==> config.mk <==
export PLATFORM = sky130hd
export DESIGN_NAME = subtractor
export DESIGN_NICKNAME = d
export VERILOG_FILES = /design/src/rtl/subtractor.sv
export SDC_FILE = /design/constraint.sdc
export NUM_CORES = 1
export LEC_CHECK = 0
export ABC_AREA = 1
export CAP_MARGIN = 5
export CORE_UTILIZATION = 50
export DETAILED_ROUTE_END_ITERATION = 12
export DONT_BUFFER_PORTS = 1
export PLACE_DENSITY_LB_ADDON = 0.2
export SYNTH_ARGS = -nofsm -noshare
export SYNTH_HDL_FRONTEND = slang
export SYNTH_SLANG_ARGS = --single-unit
==> constraint.sdc <==
create_clock -name clk -period 2.09 [get_ports clk]
set_clock_uncertainty 0.05 [all_clocks]
set_input_delay 0.209 -clock clk [delete_from_list [all_inputs] [get_ports clk]]
set_output_delay 0.209 -clock clk [all_outputs]
set_load 0.005 [all_outputs]
==> src/rtl/subtractor.sv <==
// subtractor: handshaked, registered FP_in1 - FP_in2 in fixed or floating point
module subtractor #(
    parameter int ARITH_TYPE = 1,
    parameter int DATA_WIDTH = 32,
    parameter int E          = 8,
    parameter int M          = 23
) (
    input  logic                  clk,
    input  logic                  reset,
    input  logic                  in_valid,
    output logic                  in_ready,
    input  logic [DATA_WIDTH-1:0] FP_in1,
    input  logic [DATA_WIDTH-1:0] FP_in2,
    output logic                  out_valid,
    input  logic                  out_ready,
    output logic [DATA_WIDTH-1:0] FP_out
);

    if (ARITH_TYPE == 1) begin : g_fixed
        logic                  s1_valid_q, s1_valid_d;
        logic [DATA_WIDTH-1:0] a_q, a_d, b_q, b_d;
        logic                  out_valid_q, out_valid_d;
        logic [DATA_WIDTH-1:0] fp_out_q, fp_out_d;
        logic                  adv;
        logic                  in_fire;

        // both stages move whenever the output register is empty or draining
        assign adv      = ~out_valid_q | out_ready;
        assign in_ready = reset & adv;
        assign in_fire  = in_valid & in_ready;

        // operand stage feeds the result register; everything holds under backpressure
        always_comb begin
            s1_valid_d  = adv ? in_fire : s1_valid_q;
            a_d         = in_fire ? FP_in1 : a_q;
            b_d         = in_fire ? FP_in2 : b_q;
            out_valid_d = adv ? s1_valid_q : out_valid_q;
            fp_out_d    = (adv & s1_valid_q) ? a_q - b_q : fp_out_q;
        end

        // pipeline registers, cleared by reset
        always_ff @(posedge clk) begin
            if (!reset) begin
                s1_valid_q  <= 1'b0;
                a_q         <= '0;
                b_q         <= '0;
                out_valid_q <= 1'b0;
                fp_out_q    <= '0;
            end else begin
                s1_valid_q  <= s1_valid_d;
                a_q         <= a_d;
                b_q         <= b_d;
                out_valid_q <= out_valid_d;
                fp_out_q    <= fp_out_d;
            end
        end

        assign out_valid = out_valid_q;
        assign FP_out    = fp_out_q;
    end else begin : g_float
        typedef enum logic [2:0] {IDLE, ALIGN, SUB, NORM, PACK, HOLD} state_t;

        localparam logic [DATA_WIDTH-2:0] INF_MAG = {{E{1'b1}}, {M{1'b0}}};
        localparam logic [DATA_WIDTH-1:0] QNAN    = {1'b0, {E{1'b1}}, 1'b1, {(M-1){1'b0}}};
        localparam logic [E:0]            EMAX    = {1'b0, {E{1'b1}}};
        localparam logic [E:0]            ONE     = (E+1)'(1);
        localparam logic [E:0]            SH_MAX  = (E+1)'(M+1);

        state_t                state_q, state_d;
        logic                  sa_q, sa_d, sb_q, sb_d;
        logic [E:0]            ea_q, ea_d, eb_q, eb_d;
        logic [M:0]            ma_q, ma_d, mb_q, mb_d;
        logic                  spec_q, spec_d, zero_q, zero_d;
        logic [DATA_WIDTH-1:0] spec_val_q, spec_val_d;
        logic                  out_valid_q, out_valid_d;
        logic [DATA_WIDTH-1:0] fp_out_q, fp_out_d;

        logic                  in_fire;
        logic [E-1:0]          a_exp, b_exp;
        logic [M-1:0]          a_man, b_man;
        logic                  a_zero, b_zero, a_inf, b_inf, a_nan, b_nan, b_sgn;
        logic                  spec_in;
        logic [DATA_WIDTH-1:0] spec_val_in;
        logic                  a_big;
        logic [E:0]            diff;
        logic [M:0]            small_sh;
        logic [M+1:0]          sum;

        assign in_ready = reset & (state_q == IDLE);
        assign in_fire  = in_valid & in_ready;

        assign a_exp  = FP_in1[DATA_WIDTH-2 -: E];
        assign b_exp  = FP_in2[DATA_WIDTH-2 -: E];
        assign a_man  = FP_in1[M-1:0];
        assign b_man  = FP_in2[M-1:0];
        assign a_zero = a_exp == '0;
        assign b_zero = b_exp == '0;
        assign a_inf  = (&a_exp) & ~(|a_man);
        assign b_inf  = (&b_exp) & ~(|b_man);
        assign a_nan  = (&a_exp) & (|a_man);
        assign b_nan  = (&b_exp) & (|b_man);
        assign b_sgn  = ~FP_in2[DATA_WIDTH-1];

        // special operands resolve at capture; the datapath result is then ignored
        assign spec_in     = a_nan | b_nan | a_inf | b_inf | a_zero | b_zero;
        assign spec_val_in = (a_nan | b_nan) ? QNAN :
                             (a_inf & b_inf) ? ((FP_in1[DATA_WIDTH-1] == FP_in2[DATA_WIDTH-1]) ?
                                                QNAN : {FP_in1[DATA_WIDTH-1], INF_MAG}) :
                             a_inf  ? FP_in1 :
                             b_inf  ? {b_sgn, INF_MAG} :
                             a_zero ? (b_zero ? '0 : {b_sgn, FP_in2[DATA_WIDTH-2:0]}) :
                             FP_in1;

        // alignment: larger magnitude stays, smaller is truncated right by the exponent gap
        assign a_big    = {ea_q, ma_q} >= {eb_q, mb_q};
        assign diff     = a_big ? ea_q - eb_q : eb_q - ea_q;
        assign small_sh = (diff > SH_MAX) ? '0 : (a_big ? mb_q : ma_q) >> diff;

        // magnitudes are ordered, so the difference never goes negative
        assign sum = (sa_q ^ sb_q) ? {1'b0, ma_q} - {1'b0, mb_q} : {1'b0, ma_q} + {1'b0, mb_q};

        // next-state and datapath updates for the multi-cycle float sequence
        always_comb begin
            state_d     = state_q;
            sa_d        = sa_q;
            sb_d        = sb_q;
            ea_d        = ea_q;
            eb_d        = eb_q;
            ma_d        = ma_q;
            mb_d        = mb_q;
            spec_d      = spec_q;
            spec_val_d  = spec_val_q;
            zero_d      = zero_q;
            out_valid_d = out_valid_q;
            fp_out_d    = fp_out_q;
            case (state_q)
                IDLE: if (in_fire) begin
                    sa_d       = FP_in1[DATA_WIDTH-1];
                    sb_d       = b_sgn;
                    ea_d       = {1'b0, a_exp};
                    eb_d       = {1'b0, b_exp};
                    ma_d       = a_zero ? '0 : {1'b1, a_man};
                    mb_d       = b_zero ? '0 : {1'b1, b_man};
                    spec_d     = spec_in;
                    spec_val_d = spec_val_in;
                    zero_d     = 1'b0;
                    state_d    = ALIGN;
                end
                ALIGN: begin
                    sa_d    = a_big ? sa_q : sb_q;
                    sb_d    = a_big ? sb_q : sa_q;
                    ea_d    = a_big ? ea_q : eb_q;
                    ma_d    = a_big ? ma_q : mb_q;
                    mb_d    = small_sh;
                    state_d = SUB;
                end
                SUB: begin
                    zero_d  = sum == '0;
                    sa_d    = (sum == '0) ? 1'b0 : sa_q;
                    ma_d    = sum[M+1] ? sum[M+1:1] : sum[M:0];
                    ea_d    = sum[M+1] ? ea_q + ONE : ea_q;
                    state_d = NORM;
                end
                NORM: begin
                    if (zero_q | spec_q | ma_q[M]) begin
                        state_d = PACK;
                    end else if (ea_q <= ONE) begin
                        zero_d  = 1'b1;
                        state_d = PACK;
                    end else begin
                        ma_d = ma_q << 1;
                        ea_d = ea_q - ONE;
                    end
                end
                PACK: begin
                    fp_out_d    = spec_q ? spec_val_q :
                                  zero_q ? {sa_q, {(DATA_WIDTH-1){1'b0}}} :
                                  (ea_q >= EMAX) ? {sa_q, INF_MAG} :
                                  {sa_q, ea_q[E-1:0], ma_q[M-1:0]};
                    out_valid_d = 1'b1;
                    state_d     = HOLD;
                end
                HOLD: if (out_ready) begin
                    out_valid_d = 1'b0;
                    state_d     = IDLE;
                end
                default: state_d = IDLE;
            endcase
        end

        // state and datapath registers; reset discards any in-flight operation
        always_ff @(posedge clk) begin
            if (!reset) begin
                state_q     <= IDLE;
                sa_q        <= 1'b0;
                sb_q        <= 1'b0;
                ea_q        <= '0;
                eb_q        <= '0;
                ma_q        <= '0;
                mb_q        <= '0;
                spec_q      <= 1'b0;
                spec_val_q  <= '0;
                zero_q      <= 1'b0;
                out_valid_q <= 1'b0;
                fp_out_q    <= '0;
            end else begin
                state_q     <= state_d;
                sa_q        <= sa_d;
                sb_q        <= sb_d;
                ea_q        <= ea_d;
                eb_q        <= eb_d;
                ma_q        <= ma_d;
                mb_q        <= mb_d;
                spec_q      <= spec_d;
                spec_val_q  <= spec_val_d;
                zero_q      <= zero_d;
                out_valid_q <= out_valid_d;
                fp_out_q    <= fp_out_d;
            end
        end

        assign out_valid = out_valid_q;
        assign FP_out    = fp_out_q;
    end

endmodule

; Word-level counts from Yosys, hierarchy flattened
; Cells that the tools add are included.
[op_classes]
div = 0
n_addsub = 1
n_eq_ne = 0
shift = 0
n_bitwise = 5
multipliers = 0
order_cmp = 0
n_reduce_logical = 0
mux = 0
[ops]
columns = cell, n
row1 = $sub A32 B32 Y32, 1
row2 = $and A1 B1 Y1, 3
row3 = $not A1 Y1, 1
row4 = $or A1 B1 Y1, 1
[totals]
inputBits = 68
latch_bits = 0
mem_bits_rw = 0
memories = 0
romBits = 0
ff_bits = 98
wordCells = 11
output_inout_bits = 34

; Depth between registers and ports, before layout
[logic_depth]
word_depth = 4
ltp_mapped = 16
depth_no_buf = 16

; Worst setup path before layout
; OpenSTA, ideal clock, no wires.
[synth_timing]
path_kind = register to register
start = register g_fixed.a_q[0]
end = register g_fixed.fp_out_q[28], in the netlist FP_out[28]
path_stages_with_launch = 14
n_path_buf = 0
setup_slack_ns = 0.232
setup_ns = 0.117
t_required_ns = 1.923
period_less_slack_ns = 1.858
arrival_ns = 1.691
cell_sequence = dfxtp_1 -> inv_1 -> ha_1 -> fa_1 -> inv_1 -> nand3_1 -> nand3_1 -> nand3_1 -> nand3_1 -> nand2_1 -> nand3_1 -> nand2_1 -> nor2_1 -> nor2_1
[synth_between]
elab_chain_len = 1
[synth_rtl]
columns = item, line_no
row1 = from (decl), 21  ; logic [DATA_WIDTH-1:0] a_q, a_d, b_q, b_d;
row2 = from (signal assigned), 45  ; a_q <= '0;
row3 = from (signal assigned), 51  ; a_q <= a_d;
row4 = $sub A32 B32 Y32, 38  ; fp_out_d = (adv & s1_valid_q) ? a_q - b_q : fp_out_q;
row5 = to (signal assigned), 54  ; fp_out_q <= fp_out_d;
row6 = to (decl), 23  ; logic [DATA_WIDTH-1:0] fp_out_q, fp_out_d;
; No other way between the ends.
; A chain may end at the register's enable or synchronous reset.

; Worst setup path in the final report
[layout_timing]
start = register g_fixed.b_q[3]
end = register g_fixed.fp_out_q[21], in the netlist FP_out[21]
[layout_between]
elab_chain_len = 1
[layout_rtl]
columns = item, line_no
row1 = from (decl), 21
row2 = from (signal assigned), 46  ; b_q <= '0;
row3 = from (signal assigned), 52  ; b_q <= b_d;
row4 = $sub A32 B32 Y32, 38
; No other way between the ends.

==> results.toml <==
[timing]
max_freq_mhz = 517
fin_ws_ps = 157
slew_headroom = 0.748
hold_violations = 0
whs_ps = 14.3
finalSetupViolCount = 0
timing.setup.tns_ps = 0
post-route-min-period_ps = 1930
finalCritPeriodShare = 0.925
rsz0062_at_grt = "false"
tightestPinTransition_ps = 378
slew_violations = 0

[cells_and_area]
instances_no_fill = 1119
drive_gt1_frac = 0.0584
diodes = 0
nNetsFinal = 1071
fin_util = 0.589
design_area_um2 = 6730
areaGrowthSynthToFinish_pct = 14.7

[routing]
drtPass1Iterations = 5
wl_per_cell_um = 12.7
drtAntennaViolNets = 0
drt_iter0_drc = 381
wl_mm = 14.2
drc = 0
vias = 5472
vias_per_cell = 4.89

[logic_synthesis]
synth_cell_types = 28
synth_common_cells = "nand2_1 (292), inv_1 (175), dfxtp_1 (98)"
syn_area_um2 = 5870
synth.most_common_cell = "nand2_1"
ys_seq_area_frac = 0.334
postSynthRegisterBits = 98
syn_nets = 1048
synth_area_leaders = "dfxtp_1 (33%), nand2_1 (19%), inv_1 (11%)"
ys.flop_type = "dfxtp_1"
yosysWarnings = 0
synth_top_area_cell = "dfxtp_1"
async_flop_share = 0
synth-edff-count = 0
netlist_instances = 948
syn_area_per_cell_um2 = 6.19
synth_top_area_frac = 0.334

[worst_setup_path]
crit_required_ps = 2280
worstSetupEndpointType = "flip-flop"
worst-path-max-fanout = 5
worstSetupPathType = "flip-flop to flip-flop"
arrival_ps = 2130
cp-start-kind = "flip-flop"

[cts]
cts_buffer_depth = 2
cts.htree.levels = 3
clkTransAtPathRegs_ps = 60
cts.sinks = 98
cts_buffers = 9
cts_root_buf = "clkbuf_16"
clkLatencyLatePin_ps = 340
cts_tree = "done"

[placement]
post_dp_cell_area_um2 = 6010
place_ws_ps = 70.2
dp_hpwl_mm = 10.7
post-place-cells = 1070
io_buffers = 0
gp_congestion = 0.958

[power]
p_leak_nw = 3.64
powerDensity_nw_per_um2 = 830
finalPower_mw = 5.59
ir_worst_vdd_mv = 0.587

[floorplanning]
rows = 39
dieArea_um2 = 12200
start_util = 0.514
die_w_um = 110
fp.coreArea_um2 = 11400
ios = 102
die_h_um = 110

[grt]
grt_pass1_wl_mm = 22.6
grt_pass1_vias = 4852
antenna_found_initial = 0
grt_overflow = 0
gr-usage-all-layers = 0.242
grt_max_degree = 73

[hold_path]
min_path_type = "input port to flip-flop"

[outcome]
run_status = "complete, no violations"

[job]
cap_violations = 0
worst max-delay path, cell delays in order (launching register included):
cell and delay [ps]:
dfxtp_1 300, inv_1 70, ha_2 390, nand2_2 80, nor2_1 150, nand2_1 80
nand3_2 90, nand2_1 80, nand2_2 120, nand2_1 70, nand3_1 70, nand3_1 140
nand2_1 90, inv_1 30
path summary, 6_finish.rpt:
| kind | from | to | slack, ps | cells past startpoint |
|---|---|---|---|---|
| min | FP_in2[15] | g_fixed.b_q[15] | 10 | 2 |
| max | g_fixed.b_q[3] | FP_out[21] | 160 | 13 |
| max reg2reg | g_fixed.b_q[3] | FP_out[21] | 160 | 13 |
| min reg2reg | g_fixed.b_q[27] | g_fixed.b_q[27] | 410 | 2 |
layer usage:
metal,wire length (um),global-route usage
met1,7290,0.356
met2,5700,0.356
met5,0,0
met3,962,0.0459
met4,273,0.0714
kinds of logic (layout without fill, tap and decap cells):
family / Yosys count / after routing / synth area share
AOI/OAI and AO/OA: 118 / 118 / 0.104
xor gates and xnor gates: 14 / 14 / 0.0209
adders and majority gates: 32 / 32 / 0.0695
buffers and inverters: 204 / 232 / 0.135
DFF: 98 / 98 / 0.334
and+or+nand+nor: 482 / 482 / 0.336
registers in the layout, indices dropped and copies added, names as in the netlist:
register and count:
out_valid 1, g_fixed.s1_valid_q 1, FP_out 32, g_fixed.b_q 32, g_fixed.a_q 32
cell usage in the layout (no fill, tap or decap), types with 9 or more instances in the layout:
cell type and count:
nand2_1 290, inv_1 175, dfxtp_1 98, nor2_1 94, nand3_1 67, a21oi_1 58
o21ai_0 49, dlygate4sd3_1 32, ha_1 24, nand2_2 11, xor2_1 11, clkbuf_16 9
power by group:
part           internal, mW  switching [mW]
sequential             2.02          0.0871
combinational         0.612            1.11
clock                  1.08           0.677
layout make-up:
class                   count  area, um^2
repair buffers             40         438
clock inverters             5        77.6
fillers                  1161        4690
multi-input cells         646        3170
well taps                 143         179
clock buffers              11         243
inverters                 176         661
flip-flops and latches     98        1960
what timing repair did:
item                                   4_1_cts  5_1_grt
endpoints found under the hold margin       72        0
hold buffers                                33        0
setup endpoints to repair                    0        8
gates resized for setup                      0       13
buffers inserted                             0        0
(Power assumes the default switching activity.)
